**src/rtl/nn_pkg.sv**
```systemverilog
// Shared constants and state encoding for the banked SRAM vector movers.
// Holds bank geometry, standard vector lengths and the transfer FSM states.
package nn_pkg;

    localparam int NUM_BANKS = 64;
    localparam int DATA_W    = 16;
    localparam int ADDR_W    = 12;
    localparam int LEN_W     = 10;
    localparam int SEL_W     = $clog2(NUM_BANKS);

    localparam int IMG_LEN = 784;
    localparam int HID_LEN = 200;
    localparam int OUT_LEN = 10;

    // Shared with the writer so both movers decode states identically.
    typedef enum logic [2:0] {
        ST_IDLE   = 3'd0,
        ST_READ   = 3'd1,
        ST_WAIT   = 3'd2,
        ST_STREAM = 3'd3,
        ST_DONE   = 3'd4
    } xfer_state_t;

endpackage

```
**src/rtl/bank_row_mux.sv**
```systemverilog
// Row buffer holding one word per bank, with a word select on the captured row.
// Ports: clk, capture (load rdata), rdata (all banks), sel (bank index), word.
module bank_row_mux
    import nn_pkg::*;
(
    input  logic                        clk,
    input  logic                        capture,
    input  logic [NUM_BANKS*DATA_W-1:0] rdata,
    input  logic [SEL_W-1:0]            sel,
    output logic [DATA_W-1:0]           word
);

    // Contents are don't-care until the first capture, so no reset.
    logic [DATA_W-1:0] row_buf [NUM_BANKS];

    always_ff @(posedge clk) begin
        if (capture) begin
            for (int b = 0; b < NUM_BANKS; b++) begin
                row_buf[b] <= rdata[b*DATA_W +: DATA_W];
            end
        end
    end

    assign word = row_buf[sel];

endmodule

```
**src/rtl/banked_vector_reader.sv**
```systemverilog
// Streams a linear vector out of interleaved SRAM banks (word n: bank n%64,
// row base+n/64) as an in-order valid/ready stream with index and last flag.
// Ports: CLK, Reset (sync, active high), start/base_addr/length request,
//        bank_en/bank_addr/bank_rdata SRAM side, out_* stream, busy, done.
module banked_vector_reader
    import nn_pkg::*;
(
    input  logic                        CLK,
    input  logic                        Reset,
    input  logic                        start,
    input  logic [ADDR_W-1:0]           base_addr,
    input  logic [LEN_W-1:0]            length,
    output logic                        bank_en,
    output logic [ADDR_W-1:0]           bank_addr,
    input  logic [NUM_BANKS*DATA_W-1:0] bank_rdata,
    output logic [DATA_W-1:0]           out_data,
    output logic                        out_valid,
    input  logic                        out_ready,
    output logic                        out_last,
    output logic [LEN_W-1:0]            out_index,
    output logic                        busy,
    output logic                        done
);

    xfer_state_t       state;
    logic [LEN_W-1:0]  cnt;
    logic [LEN_W-1:0]  len;
    logic [ADDR_W-1:0] row;
    logic [DATA_W-1:0] word;
    logic              is_last;
    logic              row_end;

    assign is_last   = (cnt == len - LEN_W'(1));
    assign row_end   = &cnt[SEL_W-1:0];
    assign bank_addr = row;
    assign out_index = cnt;
    assign out_last  = out_valid & is_last;
    // Gate the data so it reads zero whenever nothing is offered.
    assign out_data  = out_valid ? word : '0;

    bank_row_mux u_row_mux (
        .clk     (CLK),
        .capture (state == ST_WAIT),
        .rdata   (bank_rdata),
        .sel     (cnt[SEL_W-1:0]),
        .word    (word)
    );

    always_ff @(posedge CLK) begin
        if (Reset) begin
            state     <= ST_IDLE;
            cnt       <= '0;
            len       <= '0;
            row       <= '0;
            bank_en   <= 1'b0;
            out_valid <= 1'b0;
            busy      <= 1'b0;
            done      <= 1'b0;
        end else begin
            bank_en <= 1'b0;
            done    <= 1'b0;
            unique case (state)
                ST_IDLE: begin
                    if (start) begin
                        len  <= length;
                        cnt  <= '0;
                        row  <= base_addr;
                        busy <= 1'b1;
                        if (length != '0) begin
                            state   <= ST_READ;
                            bank_en <= 1'b1;
                        end else begin
                            state <= ST_DONE;
                            done  <= 1'b1;
                        end
                    end
                end
                ST_READ: begin
                    state <= ST_WAIT;
                end
                ST_WAIT: begin
                    state     <= ST_STREAM;
                    out_valid <= 1'b1;
                end
                ST_STREAM: begin
                    if (out_ready) begin
                        if (is_last) begin
                            state     <= ST_DONE;
                            out_valid <= 1'b0;
                            done      <= 1'b1;
                        end else begin
                            cnt <= cnt + LEN_W'(1);
                            // Last bank of this row consumed: fetch next row.
                            if (row_end) begin
                                row       <= row + ADDR_W'(1);
                                state     <= ST_READ;
                                bank_en   <= 1'b1;
                                out_valid <= 1'b0;
                            end
                        end
                    end
                end
                ST_DONE: begin
                    state <= ST_IDLE;
                    busy  <= 1'b0;
                end
                default: begin
                    state <= ST_IDLE;
                end
            endcase
        end
    end

endmodule

```
**config.mk**
```make
export PLATFORM = sky130hd
export DESIGN_NAME = banked_vector_reader
export DESIGN_NICKNAME = d
export VERILOG_FILES = /design/src/rtl/nn_pkg.sv /design/src/rtl/bank_row_mux.sv /design/src/rtl/banked_vector_reader.sv
export SDC_FILE = /design/constraint.sdc
export NUM_CORES = 1
export LEC_CHECK = 0
export ABC_AREA = 1
export CAP_MARGIN = 20
export CORE_AREA = 2 2 427 429
export DETAILED_ROUTE_END_ITERATION = 6
export DIE_AREA = 0 0 429 431
export GPL_TIMING_DRIVEN = 0
export PLACE_DENSITY = 0.48
export SLEW_MARGIN = 10
export SYNTH_ARGS = -nofsm -noshare
export SYNTH_HDL_FRONTEND = slang
export SYNTH_HIERARCHICAL = 1
export SYNTH_SLANG_ARGS = --single-unit
```
**constraint.sdc**
```tcl
create_clock -name CLK -period 89.3 [get_ports CLK]
set_clock_uncertainty 0.15 [all_clocks]
set_input_delay 17.86 -clock CLK [delete_from_list [all_inputs] [get_ports CLK]]
set_output_delay 17.86 -clock CLK [all_outputs]
set_load 0.05 [all_outputs]
```
# Word-level counts from Yosys, hierarchy flattened
# Memories as Yosys holds them, arrays and structs flattened. A register that Yosys moved wholly into a read port is not among the register bits.
# Index checks and enable logic that the tools add are counted.
[word_totals] inputBits=1050 memories=1 mem_bits_rw=1024 register_bits=39 wordCells=72 out_inout_bits=43
[mem_list] name="u_row_mux.row_buf" depth=64 width=16 read_ports=1 rd_clocked_by_memory_dff=1 write_ports=64 line="bank_row_mux.sv:14" text="logic [DATA_W-1:0] row_buf [NUM_BANKS];"
[classes] n_bitwise=1 eq_ne=10 muxes=37 add_sub_neg=3 n_reduce_logical=12
[ops] op="two-way mux 12 bit" n=4
[ops] op="two-way mux 10 bit" n=3
[ops] op="one-hot mux 12 bit (2 select lines)" n=1
[ops] op="one-hot mux 10 bit (2 select lines)" n=1
[ops] op="two-way mux 16 bit" n=1
[ops] op="two-way mux 1 bit" n=15
[ops] op="two-way mux 3 bit" n=5
[ops] op="adder 12 x 1 -> 12 bit, second input constant" n=1
[ops] op="two-way mux 6 bit" n=2
[ops] op="one-hot mux 3 bit (4 select lines)" n=1
[ops] op="adder 10 x 1 -> 10 bit, second input constant" n=1
[ops] op="equality test 10 bit" n=1
[ops] op="nonzero test 10 bit" n=1
[ops] op="subtractor 10 x 1 -> 10 bit, second input constant" n=1
[ops] op="!= test 2 bit, second input constant" n=4
[ops] op="one-hot mux 1 bit (2 select lines)" n=4
[ops] op="equality test 3 x 2 -> 1 bit, second input constant" n=2
[ops] op="AND reduction 3 bit" n=2
[ops] op="AND reduction 6 bit" n=1
[ops] op="nonzero test 2 bit" n=3
[ops] op="AND reduction 5 bit" n=1
[ops] op="AND reduction 2 bit" n=2
[ops] op="AND reduction 4 bit" n=1
[ops] op="equality test 3 x 1 -> 1 bit, second input constant" n=1
[ops] op="4 further kinds" n=4

# Longest topological paths before layout
# Gate-level depths: netlist of the first run.
[depth] depth_word=7 mapped_depth=16

# Modules after synthesis
# Netlist of the first run, hierarchy kept.
[modules_own_cells] module="bank_row_mux" area_per_inst_um2=41317.1 cells_each=3411 instances=1
[modules_own_cells] module="banked_vector_reader" area_per_inst_um2=2653.8 cells_each=450 instances=1

# Worst setup path before layout of the first run
# No wires, ideal clock.
[synth_path] path_type="register to register" startpoint="register state[0]" endpoint="register state[1]" path_slack_ns=15.200 period_less_slack_ns=74.100 setup_time_ns=0.063 t_required_ns=89.087 stages_incl_launch_ff=6 arrival_time_ns=73.887 path_cell_list="dfxtp_1 nor3_1 inv_1 nand4_1 nand3_1 inv_1"
[synth_between] elab_chain_cells=3 elab_cells_between_ends=9 classes_between="eq/ne (6); mux (1); reduce/logical (2)"
[synth_rtl] item="from (decl)" line="banked_vector_reader.sv:25" text="xfer_state_t state;"
[synth_rtl] item="from (signal assigned)" line="banked_vector_reader.sv:51" text="state <= ST_IDLE;"
[synth_rtl] item="from (signal assigned)" line="banked_vector_reader.sv:70" text="state <= ST_READ;"
[synth_rtl] item="from (signal assigned)" line="banked_vector_reader.sv:73" text="state <= ST_DONE;"
[synth_rtl] item="equality test 3 x 2 -> 1 bit / zero test 3 bit (equally long branches)" line="banked_vector_reader.sv:62" text="unique case (state)"
[synth_rtl] item="!= test 3 bit (no line) / != test 2 bit (equally long branches)"
[synth_rtl] item="AND reduction 3 bit (no line)"
# Several ways; a longest one is shown, not always the timed one.
# A chain may end at the register's enable or synchronous reset.

==> results of run 1 <==
[layout make-up]
class / count / area [µm²] / area share (%)
Inverter: 72 / 278 / 0.441
Antenna cell: 40 / 100 / 0.159
Clock inverter: 69 / 598 / 0.948
Buffer: 236 / 1430 / 2.27
Sequential cell: 1063 / 31500 / 50.0
Tap cell: 2370 / 2970 / 4.70
Clock buffer: 164 / 3520 / 5.58
Multi-Input combinational cell: 2490 / 10700 / 17.0
Timing Repair Buffer: 1198 / 11900 / 18.9
[cells in the final DEF, fill, tap and decap left out, types with 2 or more instances in the layout]
master	instances
clkinv_2	12
diode_2	40
inv_1	64
clkbuf_1	53
nor4_1	2
clkbuf_16	135
inv_2	7
buf_6	75
xnor2_1	3
buf_4	96
dfxtp_1	39
a21oi_1	24
o21ai_0	24
buf_2	107
nor2_1	68
nand2_1	1428
nand2_2	5
buf_1	32
clkinvlp_4	2
clkinv_1	32
clkinv_8	4
nor2_2	5
bufinv_16	7
nand3_1	894
buf_8	5
clkbuf_8	3
xor2_1	10
clkdlybuf4s50_1	1092
ha_1	3
edfxtp_1	1024
a21oi_2	2
inv_6	7
nor3_1	7
or2_2	2
clkinv_4	3
inv_16	2
nand4_1	3
[sequential cells by signal (all words and copies together), names as in the netlist]
register           cells
state                  3
out_index             10
busy                   1
bank_en                1
out_valid              1
bank_addr             12
u_row_mux/row_buf   1024
len                   10
done                   1
[per-layer routing]
layer | GRT usage [%] | share of wire [%] | up-vias
li1 | - | - | 16178
met1 | 28.0 | 39 | 16969
met2 | 41.7 | 51 | 1465
met3 | 4.46 | 6.2 | 301
met4 | 8.71 | 3.2 | 18
met5 | 0 | 0.048 | -
[kinds of logic (layout without fill, tap and decap cells)]
logic type                 Yosys count  after routing
and+or+nand+nor                   2420           2420
DFF                               1063           1063
buffers and inverters              308           1739
AOI/OAI and AO/OA                   54             54
xor gates and xnor gates            13             13
adders and majority gates            3              3
other                                0             40
[power breakdown]
part	total [W]	internal (W)	switching (W)
combinational	0.000501	0.000158	0.000344
sequential	0.000672	0.000644	0.0000279
clock	0.000521	0.000300	0.000220
total	0.00169	0.00110	0.000592
[worst max-delay path, stage by stage (launching register included)]
cell,delay (ns)
dfxtp_1,0.68
buf_2,0.61
buf_1,0.81
nand3_1,0.44
nand2_1,0.15
nand2_1,0.06
nand3_1,0.13
nand3_1,0.09
nand2_1,0.07
nand2_1,0.05
inv_1,0.08
clkdlybuf4s50_1,1.15
[final timing paths]
kind	to	cells after the start
setup reg to reg	u_row_mux/row_buf[23][10]	17
hold / removal	busy	2
setup / recovery	out_data[0]	11
hold reg to reg	busy	2
[stage by stage]
step / utilization (%) / cell area [µm²]
global placement: 32.1 / 57900
floorplan: - / 44000
global route: 35.0 / 63000
finish: 35.0 / 63100
detailed placement: 32.7 / 58800
CTS: 34.9 / 63000
==> impl_metrics.csv, run 1 <==
group,metric,value,unit
route,viasPerCell,4.54,
critical_path,cp-start-kind,"register",
critical_path,worstReg2RegStart,"state[2]",
cts,cts.htree.levels,4,
hold_path,hp-class,"reg2reg",
yosys,syn_area_per_cell,11.4,µm²
route,num_vias,34931,
die,die_y,431,µm
place,dp_hpwl,181000,µm
yosys,synth_mux_area_share,0,%
final_layout,nFillCells,18045,
yosys,ys_warn_count,6,
die,dieWidth,429,µm
yosys,async_flop_share,0,%
cts,cts_buffer_depth,3,
power,p_total,0.00169,W
sta,hold_ws,0.314,ns
die,floorplan.initialDensity,24.4,%
sta,fmax,0.0431,GHz
final_layout,fin_cells,7702,
outcome,outcome,"complete, no violations",
yosys,synth.most_common_cell,"nand2_1",
route,first_pass_iters,6,
sta,slew_violations,0,
yosys,synth_area_leaders,"edfxtp_1 70%, nand2_1 12%, nand3_1 10%, dfxtp_1 1.8%, buf_2 1.2%",
cts,cts_setup_buffers,0,
yosys,synth_top_area_share,69.9,%
route,ant_nets,0,
sta,setup_ws,66.08,ns
sta,rsz0062_at_grt,"no",
critical_path,crit_start,"out_index[2]",
cts,post_cts_resized,0,
yosys,synthCells,3861,
route,routedWlPerCell,29.0,µm
route,drtIter0Drc,3305,
grt,grt_pass1_vias,34621,
critical_path,critPathMaxFanout,10,
yosys,syn_nets,4914,
grt,antenna_found_initial,70,
yosys,synth_edf_count,1024,
yosys,synth-compound-area-share,0.666,%
place,finalWeightedCongestion,0.899,
place,post-place-ws,66.61,ns
die,core_area,180000,µm²
yosys,synth_seq_cells,1063,
cts,cts-root-buf,"clkbuf_16",
final_layout,syn_to_final_growth,43.4,%
sta,hold_viol_final,0,
cts,cts.sinks,1063,
final_layout,drive_gt1_share,9.16,%
yosys,synth_top_family_by_area,"simple AND/OR/NAND/NOR gates",
die,rows,156,
critical_path,cp.required,71.29,ns
die,die_area,185000,µm²
cts,clkTransAtPathRegs,0.06,ns
grt,grt_first_pass_wirelength,292000,µm
critical_path,crit_arrival,5.21,ns
sta,maxSlewHeadroom,20.1,%
sta,finalCritPeriodShare,26.0,%
cts,cts.hold.buffers_added,0,
grt,grtUsageTotal,23.4,%
sta,worst_pin_slew,1.20,ns
yosys,synthDistinctLibCells,35,
sta,setup_viol,0,
flow_run,maxCapViolCount,0,
cts,numCtsBuffers,130,
power,max-vdd-ir-drop,14.7,µV
sta,fin_setup_tns,0,ns
place,dp.cells,7429,
die,io_pins,1093,
power,p_leak,23.2,nW
yosys,yosysSeqAreaShare,71.7,%
yosys,ys.flop_type,"edfxtp_1",
yosys,syn_area,44000,µm²
power,powerDensity,26.9,nW/µm²
grt,grt_start_max_net_pins,17,
yosys,synth-simple-area-share,23.4,%
critical_path,end_kind,"primary output",
cts,cts_tree,"done",
place,port_buffers,1092,
critical_path,regToRegSetupSlack,84.41,ns
hold_path,min_from,"busy",
yosys,synth_commonest_cells,"1428 x nand2_1, 1024 x edfxtp_1, 894 x nand3_1",
yosys,synthXorXnorAreaFrac,0.259,%
route,drc,0,
critical_path,critPathKind,"reg2out",
final_layout,nets,6244,
cts,clkLatencyLatePin,0.78,ns
yosys,yosys.area_share.adder,0.0854,%
sta,period_needed,23.22,ns
route,wirelength,223000,µm
yosys,yosysTopAreaCell,"edfxtp_1",
grt,overflow,0,
Power figures use the tool's default switching activity.
==> inputs of run 2 (changes only) <==
Clock period 89.3 ns to 21.4 ns, I/O delays scaled along.
==> run 2 against run 1 <==
Effect of this change: setup slack got worse by 54 ns; first-iteration DRC count shrank 3.5%; cell area rose by 0.33%; die area did not move; critical path type unchanged; highest routed layer unchanged.
==> impl_metrics.csv, run 2 (synthesized netlist as in run 1, its figures left out) <==
group,metric,value,unit
cts,cts_tree,"done",
hold_path,holdPathStages,2,
power,powerDensity,112,nW/µm²
sta,slew_violations,0,
route,first_pass_iters,6,
die,rows,156,
critical_path,path_cells,"buf_2 -> buf_1 -> nand3_1 -> nand2_1 -> nand2_1 -> nand3_1 -> nand3_1 -> nand2_1 -> nand2_1 -> inv_1 -> clkdlybuf4s50_1",
cts,numCtsBuffers,132,
grt,antenna_found_initial,73,
sta,finalCritPeriodShare,44.6,%
sta,fmax,0.105,GHz
critical_path,cp-start-kind,"register",
cts,cts_setup_buffers,0,
die,floorplan.initialDensity,24.4,%
die,core_area,180000,µm²
grt,grt_pass1_vias,34877,
place,dpl_cell_area,59100,µm²
final_layout,fin_area,63300,µm²
sta,setup_viol,0,
grt,grt_first_pass_wirelength,292000,µm
final_layout,nFillCells,18105,
route,drc,0,
die,io_pins,1093,
cts,cts.htree.levels,4,
sta,hold_viol_final,0,
critical_path,cp.required,16.97,ns
route,top_layer,"met5",
critical_path,max_stage_delay,1.04,ns
power,p_leak,23.2,nW
cts,post_cts_resized,0,
final_layout,final_cell_mix,"1428 x nand2_1, 1092 x clkdlybuf4s50_1, 1024 x edfxtp_1",
critical_path,cpMostUsedCell,"nand2_1",
route,routedWlPerCell,29.0,µm
route,ant_nets,0,
sta,period_needed,9.54,ns
route,viasPerCell,4.58,
cts,cts_buffer_depth,3,
power,max-vdd-ir-drop,51.9,µV
cts,cts.hold.buffers_added,0,
critical_path,cp_slowest_cell,"clkdlybuf4s50_1",
place,port_buffers,1092,
critical_path,end_kind,"primary output",
cts,clkLatencyLatePin,0.79,ns
critical_path,critPathMaxFanout,10,
cts,cts.sinks,1063,
cts,cts-root-buf,"clkbuf_16",
final_layout,final_common_cell,"nand2_1",
final_layout,largest_register,"u_row_mux/row_buf",
die,dieWidth,429,µm
final_layout,largest_reg_flops,1024,
route,num_vias,35089,
cts,clkTransAtPathRegs,0.05,ns
sta,rsz0062_at_grt,"no",
route,drtIter0Drc,3189,
sta,worst_pin_slew,1.02,ns
flow_run,maxCapViolCount,0,
route,wl_met1,86600,µm
grt,grtUsageTotal,23.4,%
final_layout,multiInputGateArea,10700,µm²
grt,grt_start_max_net_pins,21,
place,dp.cells,7391,
final_layout,syn_to_final_growth,43.9,%
route,wirelength,222000,µm
final_layout,nets,6208,
critical_path,ff2ff_path_depth,11,
die,die_y,431,µm
grt,overflow,0,
critical_path,crit_arrival,5.11,ns
critical_path,crit_start,"out_index[2]",
final_layout,seq_area,31500,µm²
hold_path,hp-class,"reg2reg",
final_layout,drive_gt1_share,8.68,%
place,dp_hpwl,181000,µm
route,wl_met3,12700,µm
final_layout,fin_cells,7662,
outcome,outcome,"complete, no violations",
hold_path,min_from,"len[9]",
place,finalWeightedCongestion,0.898,
die,die_area,185000,µm²
critical_path,worstReg2RegStart,"state[2]",
critical_path,critPathKind,"reg2out",
route,wl_met2,114000,µm
sta,maxSlewHeadroom,32.1,%
[run 2: cell types whose count changed in the layout (fill, tap and decap cells not counted), sizes merged]
cell,previous run,this run
clkinv,51,57
buf,315,277
clkbuf,191,187
clkinvlp,2,3
bufinv,7,4
diode,40,38
[run 2: path summary, 6_finish.rpt]
kind / to / slack (ns)
hold reg to reg: len[9] / 0.33
setup reg to reg: u_row_mux/row_buf[22][7] / 18.04
setup / recovery: out_data[0] / 11.86
hold / removal: len[9] / 0.33
[run 2: cell type report]
type	instances	share of cell area (%)
sequential	1063	49.8
timing repair buffer	1160	19.2
multi-input combinational	2490	17.0
clock buffer	160	5.44
tap	2370	4.69
buffer	236	2.26
clock inverter	73	1.00
inverter	72	0.439
antenna	38	0.150
[run 2: metal layers]
layer | GRT usage [%] | up-vias
met4 | 9.92 | 30
met1 | 27.7 | 17213
met5 | 0 | -
li1 | - | 16094
met3 | 4.55 | 311
met2 | 41.4 | 1441
[run 2: report_power, final]
| part | switching, W | internal [W] |
|---|---|---|
| combinational | 0.00141 | 0.000687 |
| sequential | 0.000130 | 0.00269 |
| clock | 0.000941 | 0.00121 |
| total | 0.00249 | 0.00458 |
[run 2: worst max-delay path, delay by kind of cell, from the launching register on]
kind	cells	cell delay (ns)
buf+inv	4	2.47
simple gates	7	1.08
flops	1	0.68
[run 2: stage by stage]
stage / setup TNS (ns) / power, W / util [%] / setup slack (ns) / hold WS, ns
after floorplan: -3938.18 / 0.00415 / - / -4.12 / 0.294
after global placement: - / 0.00536 / 32.1 / -16.54 / 0.307
after detailed placement: 0 / 0.00498 / 32.8 / 12.43 / 0.326
after CTS: 0 / 0.00715 / 35.1 / 11.51 / 0.333
after global routing: 0 / 0.00738 / 35.1 / 11.58 / 0.360
final: 0 / 0.00706 / 35.1 / 11.86 / 0.329
